`config.mk`:
```
export PLATFORM = sky130hd
export DESIGN_NAME = rob_commit_ctrl
export DESIGN_NICKNAME = d
export VERILOG_FILES = /design/src/rtl/rob_commit_ctrl.sv
export SDC_FILE = /design/constraint.sdc
export NUM_CORES = 1
export LEC_CHECK = 0
export BUFFER_PORTS_ARGS = -buffer_cell sky130_fd_sc_hd__buf_2
export CAP_MARGIN = 40
export CORE_ASPECT_RATIO = 0.5
export CORE_UTILIZATION = 36
export DETAILED_ROUTE_END_ITERATION = 10
export PLACE_DENSITY = 0.75
export SETUP_SLACK_MARGIN = 0.05
export SYNTH_ARGS = -nofsm -noshare
export SYNTH_HDL_FRONTEND = slang
export SYNTH_SLANG_ARGS = --single-unit
```
`constraint.sdc`:
```
create_clock -name clk -period 1.4 [get_ports clk]
set_input_delay 0.07 -clock clk [delete_from_list [all_inputs] [get_ports clk]]
set_output_delay 0.07 -clock clk [all_outputs]
set_load 0.03 [all_outputs]
```
`src/rtl/rob_commit_ctrl.sv`:
```
// ROB sequencer: round-robin writeback arbitration, in-order retire, mispredict flush/redirect.
// Latency: grants combinational; commit pulses one cycle after head ready, flush one cycle after that.
// Backpressure: losing requester simply stays ungranted; no grants during FLUSH/RECOVER. Option: ROB_CTRL_PERF_EN.
module rob_commit_ctrl #(
    parameter int DATA_WIDTH = 16,
    parameter int ADDR_WIDTH = 3,
    parameter int REG_WIDTH  = 3
) (
    input  logic                  clk,
    input  logic                  reset_n,
    input  logic                  wb0_req,
    input  logic [ADDR_WIDTH-1:0] wb0_addr,
    input  logic [DATA_WIDTH-1:0] wb0_value,
    input  logic                  wb1_req,
    input  logic [ADDR_WIDTH-1:0] wb1_addr,
    input  logic [DATA_WIDTH-1:0] wb1_value,
    output logic                  wb0_gnt,
    output logic                  wb1_gnt,
    output logic [ADDR_WIDTH-1:0] rob_addr,
    output logic [DATA_WIDTH-1:0] rob_value,
    output logic                  rob_ld_value,
    output logic                  rob_ld_busy,
    output logic                  rob_re,
    output logic                  rob_flush,
    input  logic                  rob_empty,
    input  logic                  head_busy,
    input  logic                  head_valid,
    input  logic                  head_predict,
    input  logic [REG_WIDTH-1:0]  head_tag,
    input  logic [15:0]           head_inst,
    input  logic [DATA_WIDTH-1:0] head_value,
    output logic                  rf_we,
    output logic [REG_WIDTH-1:0]  rf_dest,
    output logic [DATA_WIDTH-1:0] rf_data,
    output logic                  redirect,
    output logic [DATA_WIDTH-1:0] redirect_pc
`ifdef ROB_CTRL_PERF_EN
    ,
    output logic [15:0]           commit_count,
    output logic [15:0]           mispredict_count
`endif
);

    typedef enum logic [1:0] {IDLE, COMMIT, FLUSH, RECOVER} state_t;

    state_t     state;
    logic       rr;
    logic       lat_mispredict;
    logic       grant_en;
    logic       both_req;
    logic       head_ready;
    logic [3:0] opcode;
    logic       is_br;
    logic       no_wb;
    logic       mispredict;
    logic       unused_inst;

    assign opcode      = head_inst[15:12];
    assign unused_inst = ^head_inst[11:0];
    assign is_br       = (opcode == 4'b0000);
    assign no_wb       = is_br || (opcode == 4'b0011) || (opcode == 4'b0111) || (opcode == 4'b1011);
    // Branch results carry the actual-taken flag in the LSB of the (word-aligned) next PC.
    assign mispredict  = head_valid && is_br && (head_value[0] != head_predict);
    assign head_ready  = !rob_empty && !head_busy;

    assign grant_en = reset_n && (state != FLUSH) && (state != RECOVER);
    assign both_req = wb0_req && wb1_req;

    always_comb begin
        wb0_gnt = 1'b0;
        wb1_gnt = 1'b0;
        if (grant_en) begin
            if (both_req) begin
                wb0_gnt = !rr;
                wb1_gnt = rr;
            end else begin
                wb0_gnt = wb0_req;
                wb1_gnt = wb1_req;
            end
        end
    end

    assign rob_addr     = wb1_gnt ? wb1_addr  : wb0_addr;
    assign rob_value    = wb1_gnt ? wb1_value : wb0_value;
    assign rob_ld_value = wb0_gnt || wb1_gnt;
    assign rob_ld_busy  = rob_ld_value;

    always_ff @(posedge clk or negedge reset_n) begin
        if (!reset_n) begin
            state          <= IDLE;
            rr             <= 1'b0;
            lat_mispredict <= 1'b0;
            rob_re         <= 1'b0;
            rob_flush      <= 1'b0;
            rf_we          <= 1'b0;
            rf_dest        <= '0;
            rf_data        <= '0;
            redirect       <= 1'b0;
            redirect_pc    <= '0;
        end else begin
            rob_re    <= 1'b0;
            rf_we     <= 1'b0;
            rob_flush <= 1'b0;
            redirect  <= 1'b0;
            if (grant_en && both_req)
                rr <= ~rr;
            case (state)
                IDLE: begin
                    if (head_ready) begin
                        state          <= COMMIT;
                        rob_re         <= 1'b1;
                        rf_we          <= head_valid && !no_wb;
                        rf_dest        <= head_tag;
                        rf_data        <= head_value;
                        lat_mispredict <= mispredict;
                    end
                end
                COMMIT: begin
                    if (lat_mispredict) begin
                        state       <= FLUSH;
                        rob_flush   <= 1'b1;
                        redirect    <= 1'b1;
                        redirect_pc <= {rf_data[DATA_WIDTH-1:1], 1'b0};
                    end else begin
                        state <= IDLE;
                    end
                end
                FLUSH:   state <= RECOVER;
                RECOVER: state <= IDLE;
                default: state <= IDLE;
            endcase
        end
    end

`ifdef ROB_CTRL_PERF_EN
    always_ff @(posedge clk or negedge reset_n) begin
        if (!reset_n) begin
            commit_count     <= '0;
            mispredict_count <= '0;
        end else begin
            if (rob_re && (commit_count != 16'hFFFF))
                commit_count <= commit_count + 16'd1;
            if (rob_flush && (mispredict_count != 16'hFFFF))
                mispredict_count <= mispredict_count + 16'd1;
        end
    end
`endif

endmodule

```
==> run summary <==
Worst VDD drop = 649 uV
# DRC = 0
port bufs = 129
Place WS = -0.137 ns
Critical Path RT = 1.33 ns
Setup crit end kind = output pin
CP Launch Type = register
Async SR Flop Fraction = 100%
hpwl dp = 3480 microns
vias in the first global route = 1567
setup TNS = -6.78 ns
initial antenna violation count = 0
min-delay worst type = in -> reg
Worst Skew = 0.00682 ns
Crit Path Class = reg -> out
layout cells sized above 1 = 77.7%
Layout area overhead = 62.4%
die width = 104 microns
First-pass DRT Iterations = 4
Cell variety after synth = 22
die area = 5500 sq um
CTS H-Tree Depth = 2
row count = 18
Post-synth top flop = dfrtp_1
EDFF count, synth = 0
Initial Util = 37.7%
ANT nets after route = 0
ant diodes = 0
clock buffer depth = 2
final core utilization = 61.3%
failing checks = negative setup slack
Lkg Pwr = 1.64 nW
GP Congestion = 0.739
CTS tree = built
final setup fails = 41
Synth Area per Inst = 14.8 sq um
Yosys Warn Count = 0
Post-Syn Nets = 207
Worst-Margin Slew = 0.509 ns
FF+latch count, synth = 41
vias = 1564
Synth area leader = dfrtp_1
hold_sp = head_value[13]
IO Count = 143
chip height = 53.0 microns
Worst EP arrival = 1.61 ns
final worst slack = -0.279 ns
unrepaired setup endpoints after global routing = true
Area contributors post-synth = dfrtp_1 55%, mux2_2 31%, buf_6 3.0%
GRT overflow = 0
core area = 4950 sq um
max cap viols = 0
minimum clock period after layout = 1.68 ns
Worst Hold Path Cells = 2
slew margin rel. = 66.1%
TritonCTS Sinks = 41
Initial DRC Count = 43
Wirelength per Cell = 14.3 microns
TritonCTS Buffers = 5
sequential cell area fraction in the yosys report = 54.9%
All-Layer GR Usage = 17.9%
R2R Setup Slk = -0.11 ns
vias per cell = 4.56
outcome = finished, violations left
fmax = 0.596 GHz
root buf cell = clkbuf_8
Total Wirelength = 4900 microns
global-route wire length before repair = 7490 microns
largest net degree at the start of global routing = 42
Synth top area share = 54.9%
final hold vios = 0
Cells after Synth = 126
Hold EP = rf_data[13]$_DFFE_PN0P_
Post-Syn Area = 1870 sq um
Tot Pwr = 3.68 mW
most frequent cells in the layout = 106 x buf_2, 41 x dfrtp_1, 31 x mux2_2
critical-path maximum fanout = 5
crit share post-route = 120%
Final #Nets = 354
clock-pin slew on the worst setup and hold paths = 0.08 ns
reg2reg path depth = 5
final slew viol count = 0
reg-to-reg endpoint = rf_data[14]$_DFFE_PN0P_
commonest non-fill, non-tap cell in the layout = buf_2
clk_lat worst skew = 0.28 ns
Pwr per Cell Area = 1210 nW/um^2
[state kept, by name (all words and copies together), names as in the netlist, named ones only]
| name | count |
|---|---|
| rf_data | 16 |
| redirect_pc | 15 |
| rf_dest | 3 |
| lat_mispredict | 1 |
| redirect | 1 |
| rf_we | 1 |
| rob_re | 1 |
| rr | 1 |
| state | 1 |
[critical path: stages (launching register included)]
cell and delay [ns]:
dfrtp_1 0.41, nor2b_4 0.18, and3_4 0.28, mux2_4 0.32, buf_6 0.14
[worst max path at each step]
stage | to | slack (ns) | depth (start not counted)
6_report | rob_value[10] | -0.28 | 4
5_1_grt | rob_value[0] | -0.35 | 4
4_1_cts | rob_value[0] | -0.31 | 4
3_5_place_dp | rob_value[8] | -0.14 | 4
3_3_place_gp | rob_value[7] | -0.09 | 4
2_1_floorplan | rf_data[10]$_DFFE_PN0P_ | -0.01 | 3
[area by class of cell]
class,instances,area (sq um)
fillers,387,1920
flip-flops and latches,41,1030
repair buffers,145,938
multi-input cells,78,890
well taps,70,87.6
clock buffers,7,86.3
inverters,2,7.51
[synth_stat cells (2+ instances only)]
| cell | instances |
|---|---|
| nand3_1 | 2 |
| dfrtp_1 | 41 |
| xnor2_1 | 2 |
| nor2_1 | 3 |
| mux2_2 | 52 |
| buf_4 | 3 |
| inv_1 | 2 |
| mux2_1 | 2 |
| nand2_1 | 2 |
| buf_6 | 5 |
[what timing repair did]
| item | 4_1_cts | 5_1_grt |
|---|---|---|
| hold buffers | 1 | 0 |
| gates resized for setup | 67 | 6 |
| hold endpoints to repair | 41 | 0 |
| pin swaps | 4 | 4 |
| cloned | 5 | 0 |
| buffers inserted | 4 | 2 |
| endpoints found under the setup margin | 41 | 53 |
[routing by layer]
layer | vias up | global-route usage [%] | routed length (microns)
li1 | 738 | - | -
met1 | 769 | 20.4 | 1980
met2 | 53 | 34.2 | 2640
met3 | 4 | 4.31 | 239
met4 | 0 | 5.24 | 39
met5 | - | 0 | 0
[cell families (layout without fill, tap and decap cells)]
family | count (synthesis) | in the layout | share of synthesized area [%]
other | 1 | 1 | 0.201
buffers and inverters | 10 | 154 | 4.62
AOI/OAI and AO/OA | 3 | 3 | 0.937
xor gates and xnor gates | 2 | 2 | 0.937
and+or+nand+nor | 15 | 18 | 5.89
muxes | 54 | 54 | 32.5
DFF | 41 | 41 | 54.9
[stage by stage]
stage / std cells / cell area [sq um] / hold WS [ns]
2_1_floorplan: 126 / 1910 / -0.226
3_5_place_dp: 326 / 2630 / 0.188
5_1_grt: 343 / 3040 / 0.00508
3_3_place_gp: 326 / 2630 / 0.175
4_1_cts: 342 / 3010 / 0.00740
6_report: 343 / 3040 / 0.0180
[power breakdown]
| part | switching [mW] | internal, mW | leakage (nW) |
|---|---|---|---|
| clock network | 0.358 | 0.391 | 0.0443 |
| logic | 0.803 | 0.657 | 1.07 |
| registers | 0.107 | 1.37 | 0.522 |
Note: power is estimated with default switching activity, not from simulation.
